## config.mk

```make
export PLATFORM = sky130hd
export DESIGN_NAME = clock_period_meter_flat
export DESIGN_NICKNAME = d
export VERILOG_FILES = /design/src/rtl/clock_period_meter_pkg.sv /design/src/rtl/clock_period_meter_if.sv /design/src/rtl/clock_period_meter_sync_edge_detect.sv /design/src/rtl/clock_period_meter.sv /design/src/flat_wrapper.sv
export SDC_FILE = /design/constraint.sdc
export NUM_CORES = 1
export LEC_CHECK = 0
export CAP_MARGIN = 20
export CELL_PAD_IN_SITES_DETAIL_PLACEMENT = 1
export CELL_PAD_IN_SITES_GLOBAL_PLACEMENT = 2
export CORE_MARGIN = 5
export CORE_UTILIZATION = 30
export CTS_BUF_LIST = sky130_fd_sc_hd__clkbuf_8
export DETAILED_ROUTE_END_ITERATION = 8
export PLACE_DENSITY_LB_ADDON = 0.05
export SLEW_MARGIN = 15
export SYNTH_ARGS = -nofsm -noshare
export SYNTH_HDL_FRONTEND = slang
export SYNTH_SLANG_ARGS = --single-unit
```

## constraint.sdc

```tcl
create_clock -name clk -period 3.35 [get_ports clk]
set_clock_uncertainty 0.15 [all_clocks]
set_input_delay 0.67 -clock clk [delete_from_list [all_inputs] [get_ports clk]]
set_output_delay 0.67 -clock clk [all_outputs]
set_load 0.02 [all_outputs]
```

## src/rtl/clock_period_meter_pkg.sv

```systemverilog
// Shared types and helpers for the clock period meter and its neighbours.
package clock_pkg;

  // Measurement FSM states.
  typedef enum logic [1:0] {
    WAIT_FIRST = 2'd0,
    MEASURE    = 2'd1,
    STALLED    = 2'd2
  } state_t;

  // All-ones value for a counter of the given width (width <= 63).
  function automatic logic [63:0] cnt_max(input int width);
    return (64'd1 << width) - 64'd1;
  endfunction

endpackage

```

## src/rtl/clock_period_meter_if.sv

```systemverilog
// Measurement bus: control/stimulus in, period results out.
interface clock_period_meter_if #(
  parameter int CNT_WIDTH = 24
);
  logic                 en;
  logic                 sig_in;
  logic [CNT_WIDTH-1:0] period;
  logic [CNT_WIDTH-1:0] high_time;
  logic                 valid;
  logic                 stalled;

  // Side that drives the signal under test and consumes the results.
  modport master (
    output en, sig_in,
    input  period, high_time, valid, stalled
  );

  // The meter itself.
  modport slave (
    input  en, sig_in,
    output period, high_time, valid, stalled
  );
endinterface

```

## src/rtl/clock_period_meter_sync_edge_detect.sv

```systemverilog
// Multi-flop synchronizer for an asynchronous input plus rise/fall strobes.
// Latency from async_in to a strobe is SYNC_STAGES+1 clk edges.
module sync_edge_detect #(
  parameter int SYNC_STAGES = 2
) (
  input  logic clk,
  input  logic rst,
  input  logic async_in,
  output logic rise,
  output logic fall
);

  logic [SYNC_STAGES-1:0] sync_q;
  logic                   prev_q;
  logic                   sync_out;

  assign sync_out = sync_q[SYNC_STAGES-1];

  // Shift the async input through the synchronizer and keep one delayed copy.
  // NOTE: these flops are reset so a stale level cannot produce a phantom edge
  // right after reset; the first stage may still go metastable, which is why
  // nothing but the next stage ever reads it.
  always_ff @(posedge clk) begin
    if (rst) begin
      sync_q <= '0;
      prev_q <= 1'b0;
    end else begin
      sync_q <= {sync_q[SYNC_STAGES-2:0], async_in};
      prev_q <= sync_out;
    end
  end

  assign rise = sync_out & ~prev_q;
  assign fall = ~sync_out & prev_q;

endmodule

```

## src/rtl/clock_period_meter.sv

```systemverilog
// Measures period and high time of a slow clock/pulse train in clk cycles,
// reporting once per input cycle and flagging a stalled input.
module clock_period_meter
  import clock_pkg::*;
#(
  parameter int CNT_WIDTH   = 24,
  parameter int SYNC_STAGES = 2
) (
  input logic                  clk,
  input logic                  rst,
  clock_period_meter_if.slave  bus
);

  localparam logic [CNT_WIDTH-1:0] CNT_MAX = CNT_WIDTH'(cnt_max(CNT_WIDTH));
  localparam logic [CNT_WIDTH-1:0] CNT_ONE = CNT_WIDTH'(1);

  logic rise;
  logic fall;

  state_t               state_q,  state_n;
  logic [CNT_WIDTH-1:0] cnt_q,    cnt_n;
  logic [CNT_WIDTH-1:0] hi_lat_q, hi_lat_n;
  logic [CNT_WIDTH-1:0] period_q, period_n;
  logic [CNT_WIDTH-1:0] high_q,   high_n;
  logic                 valid_q,  valid_n;
  logic                 stall_q,  stall_n;
  logic [CNT_WIDTH-1:0] cnt_inc;

  sync_edge_detect #(
    .SYNC_STAGES (SYNC_STAGES)
  ) u_sync (
    .clk      (clk),
    .rst      (rst),
    .async_in (bus.sig_in),
    .rise     (rise),
    .fall     (fall)
  );

  // Saturating increment: the counter parks at all-ones instead of wrapping.
  assign cnt_inc = (cnt_q == CNT_MAX) ? CNT_MAX : cnt_q + CNT_ONE;

  // Register all FSM and datapath state.
  always_ff @(posedge clk) begin
    if (rst) begin
      state_q  <= WAIT_FIRST;
      cnt_q    <= '0;
      hi_lat_q <= '0;
      period_q <= '0;
      high_q   <= '0;
      valid_q  <= 1'b0;
      stall_q  <= 1'b0;
    end else begin
      state_q  <= state_n;
      cnt_q    <= cnt_n;
      hi_lat_q <= hi_lat_n;
      period_q <= period_n;
      high_q   <= high_n;
      valid_q  <= valid_n;
      stall_q  <= stall_n;
    end
  end

  // Next-state and datapath decisions; a rise always takes priority over a stall.
  always_comb begin
    // NOTE: every target gets a hold/default value first so that no path through
    // the case below leaves a signal unassigned and infers a latch.
    state_n  = state_q;
    cnt_n    = cnt_q;
    hi_lat_n = hi_lat_q;
    period_n = period_q;
    high_n   = high_q;
    valid_n  = 1'b0;
    stall_n  = stall_q;

    if (!bus.en) begin
      state_n = WAIT_FIRST;
      stall_n = 1'b0;
    end else begin
      unique case (state_q)
        WAIT_FIRST: begin
          if (rise) begin
            cnt_n    = CNT_ONE;
            hi_lat_n = '0;
            state_n  = MEASURE;
          end
        end
        MEASURE: begin
          if (rise) begin
            period_n = cnt_q;
            high_n   = hi_lat_q;
            valid_n  = 1'b1;
            cnt_n    = CNT_ONE;
            hi_lat_n = '0;
          end else begin
            cnt_n = cnt_inc;
            if (fall) hi_lat_n = cnt_q;
            if (cnt_q == CNT_MAX) begin
              stall_n = 1'b1;
              state_n = STALLED;
            end
          end
        end
        STALLED: begin
          if (rise) begin
            stall_n  = 1'b0;
            cnt_n    = CNT_ONE;
            hi_lat_n = '0;
            state_n  = MEASURE;
          end else begin
            cnt_n = cnt_inc;
          end
        end
        default: state_n = WAIT_FIRST;
      endcase
    end
  end

  assign bus.period    = period_q;
  assign bus.high_time = high_q;
  assign bus.valid     = valid_q;
  assign bus.stalled   = stall_q;

endmodule

```

## src/flat_wrapper.sv

```systemverilog
// flat-port wrapper written by rule: the top's interface ports become plain ports
module clock_period_meter_flat import clock_pkg::*;
#(
  parameter int CNT_WIDTH   = 24,
  parameter int SYNC_STAGES = 2
)
  (clk, rst, bus_en, bus_sig_in, bus_period, bus_high_time, bus_valid, bus_stalled);
  clock_period_meter_if #(.CNT_WIDTH(CNT_WIDTH)) bus_i ();
  input logic clk;
  input logic rst;
  input wire logic [$bits(bus_i.en)-1:0] bus_en;
  input wire logic [$bits(bus_i.sig_in)-1:0] bus_sig_in;
  output wire logic [$bits(bus_i.period)-1:0] bus_period;
  output wire logic [$bits(bus_i.high_time)-1:0] bus_high_time;
  output wire logic [$bits(bus_i.valid)-1:0] bus_valid;
  output wire logic [$bits(bus_i.stalled)-1:0] bus_stalled;
  assign bus_i.en = bus_en;
  assign bus_i.sig_in = bus_sig_in;
  assign bus_period = bus_i.period;
  assign bus_high_time = bus_i.high_time;
  assign bus_valid = bus_i.valid;
  assign bus_stalled = bus_i.stalled;
  clock_period_meter #(.CNT_WIDTH(CNT_WIDTH), .SYNC_STAGES(SYNC_STAGES)) u_core (.clk(clk), .rst(rst), .bus(bus_i));
endmodule
```

==> flow_summary.toml <==
[status]
status = "completed"

[synth]
ys_types = 45
synth-seq-cells = 103
synth_fp_nets = 560
synthTopCellsByArea = "dfxtp_1 47%, nand2_1 11%, a21oi_1 11%"
postSynth.asyncResetShare_pct = 0
synth_top_area_share_pct = 46.74
seq_area_frac_synth_pct = 46.74
syn_inst = 550
synth-edff-count = 0
syn_area_per_cell_um2 = 8.021
mappedNetlistArea_um2 = 4412
synth_top_cell_by_area = "dfxtp_1"
ys_warn_count = 0
yosys_most_used_dff = "dfxtp_1"

[timing]
setup-tns-final_ns = 0
min_period_over_period_pct = 72.27
rsz0062_at_grt = "no"
worstMarginPinSlew_ns = 0.5690
hold_viol_final = 0
setup_viol_count_final = 0
timing.final.ws_setup_ns = 0.9288
period_minus_slack_ns = 2.421
slew_headroom_pct = 62.07
slew_viol_final = 0
fmax_mhz = 413.0

[cts]
cts_setup_buffers = 0
cts_buffer_depth = 2
cts_hold_buf = 0
cts-root-buf = "clkbuf_8"
clock-sinks = 103
numCtsBuffers = 9
clk_pin_slew_worst_paths_ns = 0.10
htreeDepth = 3
postCtsResizedCells = 0
cts_tree = "done"
worstSkewPairLatency_ns = 0.38

[global_route]
antenna_found_initial = 0
grt_max_degree = 53
track_usage_pct = 15.09
grt_pass1_wl_um = 21460
grt-ovfl-total = 0
grt_pass1_vias = 3984

[detailed_routing]
routedWlPerCell_um = 16.61
drcViolationCount = 0
vias = 3943
first_pass_iters = 5
vias_per_cell = 5.042
final_antenna_net_count = 0
drtIter0Drc = 234
drt_wl_total_um = 12990

[power]
p_leak_nw = 1.732
p_int_mw = 1.530
combPwrFrac_pct = 3.0
power.density_nw_per_um2 = 388.9
finalPower_mw = 2.029
clkPwrFrac_pct = 36.6
ir_worst_vdd_v = 0.0001745
switching_share_pct = 24.60
p_sw_mw = 0.4992
power_frac_seq_pct = 60.5

[final_layout]
fillers = 1753
area_growth_pct = 18.29
n_antenna_cell = 0
drive_gt1_share_pct = 7.525
fin_nets = 603
fin_area_um2 = 5219
final_cells = 782

[hold_path]
worstHoldStart = "u_core.u_sync.sync_q[0]"
hold_path_class = "reg2reg"

[placed_design]
postPlaceCellArea_um2 = 5044
dp_hpwl_um = 8563
place_inst = 766
gp_congestion = 0.8058
io_buffers = 53
dpl_worst_slack_ns = 0.6323

[critical_path]
required_ns = 3.50
ff2ff_setup_slack_ns = 0.93
r2r_cells = 8
path_cells = "ha_1 -> nand3_1 -> buf_4 -> nor2_2 -> and4_1 -> buf_4 -> o21ai_0 -> a21oi_1"
worst-path-stages = 8
regToRegEndpoint = "u_core.cnt_q[13]"
setup.worst_path.start = "u_core.cnt_q[1]"
worstSetupPathType = "reg2reg"
cp-endpoint = "u_core.cnt_q[13]"
end_kind = "flop"
cpPeakStageDelay_ns = 0.47
cp_slowest_cell = "dfxtp_1"
critPathTopFamily = "simple AND/OR/NAND/NOR gates"
cp_num_buf_inv = 2
cp_common_cell = "buf_4"
rr_startpoint = "u_core.cnt_q[1]"
path_max_fanout = 12
worst_ep_arrival_time_ns = 2.57
crit_path_start_kind = "flop"

[floorplan]
ios = 54
die_w_um = 131.3
core-area_um2 = 14480
die_y_um = 131.3
rows = 44
die-area_um2 = 17230
initial_utilization_pct = 30.47

[job]
drv_cap = 0
## kinds of logic after synthesis
| logic type | synth area share [%] |
|---|---|
| buffers and inverters | 6.580 |
| multiplexers | 0.2269 |
| adder cells (fa/ha/maj) | 1.702 |
| AO/OA/AOI/OAI | 19.29 |
| AND/OR/NAND/NOR | 25.47 |
| flip-flops | 46.74 |
## synth_stat cells, types with 4 or more instances
| cell type | number |
|---|---|
| nand2_1 | 135 |
| dfxtp_1 | 103 |
| a21oi_1 | 99 |
| nand3_1 | 32 |
| o21ai_0 | 32 |
| clkbuf_1 | 26 |
| nor2_1 | 16 |
| a31oi_1 | 10 |
| nor3_1 | 9 |
| o21ai_1 | 9 |
| ha_1 | 6 |
| nor2b_1 | 6 |
| inv_1 | 5 |
| and3_1 | 4 |
| nand2b_1 | 4 |
| nand4_1 | 4 |
| nor4_1 | 4 |
## layer usage
metal	share of wire [%]	track usage (%)
met1	50	21.64
met2	45	22.83
met3	3.5	2.599
met4	1.5	5.429
met5	0	0
## per-stage QoR
step	utilization, %	hold slack (ns)
global route	36.04	0.3260
floorplan	-	0.2638
detailed placement	34.83	0.2957
CTS	36.04	0.3063
global placement	34.83	0.2825
finish	36.04	0.2999
## power by group through the flow
| stage | Combinational [mW] | Clock (mW) | Sequential [mW] |
|---|---|---|---|
| final | 0.0603 | 0.742 | 1.23 |
| after floorplan | 0.0400 | 0 | 1.26 |
| after global placement | 0.0609 | 0 | 1.26 |
| after global routing | 0.0666 | 0.833 | 1.23 |
| after detailed placement | 0.0615 | 0 | 1.26 |
| after CTS | 0.0615 | 0.778 | 1.23 |
## cell type report
type                    count  area [µm²]  area share, %
flip-flops and latches    103        2062          39.51
clock inverters             6       37.54         0.7193
repair buffers             72       668.1          12.80
inverters                   5       18.77         0.3596
clock buffers              10       137.6          2.637
well taps                 184       230.2          4.411
multi-input cells         402        2064          39.56
## state kept, by name (all words and copies together), names as in the netlist
name and count:
u_core.bus.valid 1, u_core.state_q 2, u_core.hi_lat_q 24, u_core.cnt_q 24, u_core.bus.stalled 1, u_core.bus.period 24
u_core.u_sync.sync_q 2, u_core.bus.high_time 24, u_core.u_sync.prev_q 1
## cell usage in the layout, fill, tap and decap left out, types with 7 or more instances in the layout
cell	instances
nor2_1	16
clkdlybuf4s50_1	52
buf_4	19
nand2_1	135
a21oi_1	99
clkbuf_8	10
inv_1	7
a31oi_1	10
dfxtp_1	103
nand3_1	31
o21ai_0	32
nor3_1	9
o21ai_1	9
## how the worst min path moves through the flow
stage / endpoint / cells past startpoint
after floorplan: u_core.u_sync.sync_q[1] / 1
after global placement: u_core.u_sync.sync_q[1] / 1
after detailed placement: u_core.u_sync.sync_q[1] / 1
after CTS: u_core.u_sync.sync_q[1] / 1
after global routing: u_core.bus.high_time[0] / 2
final: u_core.u_sync.sync_q[1] / 1
Power figures use the tool's default switching activity.
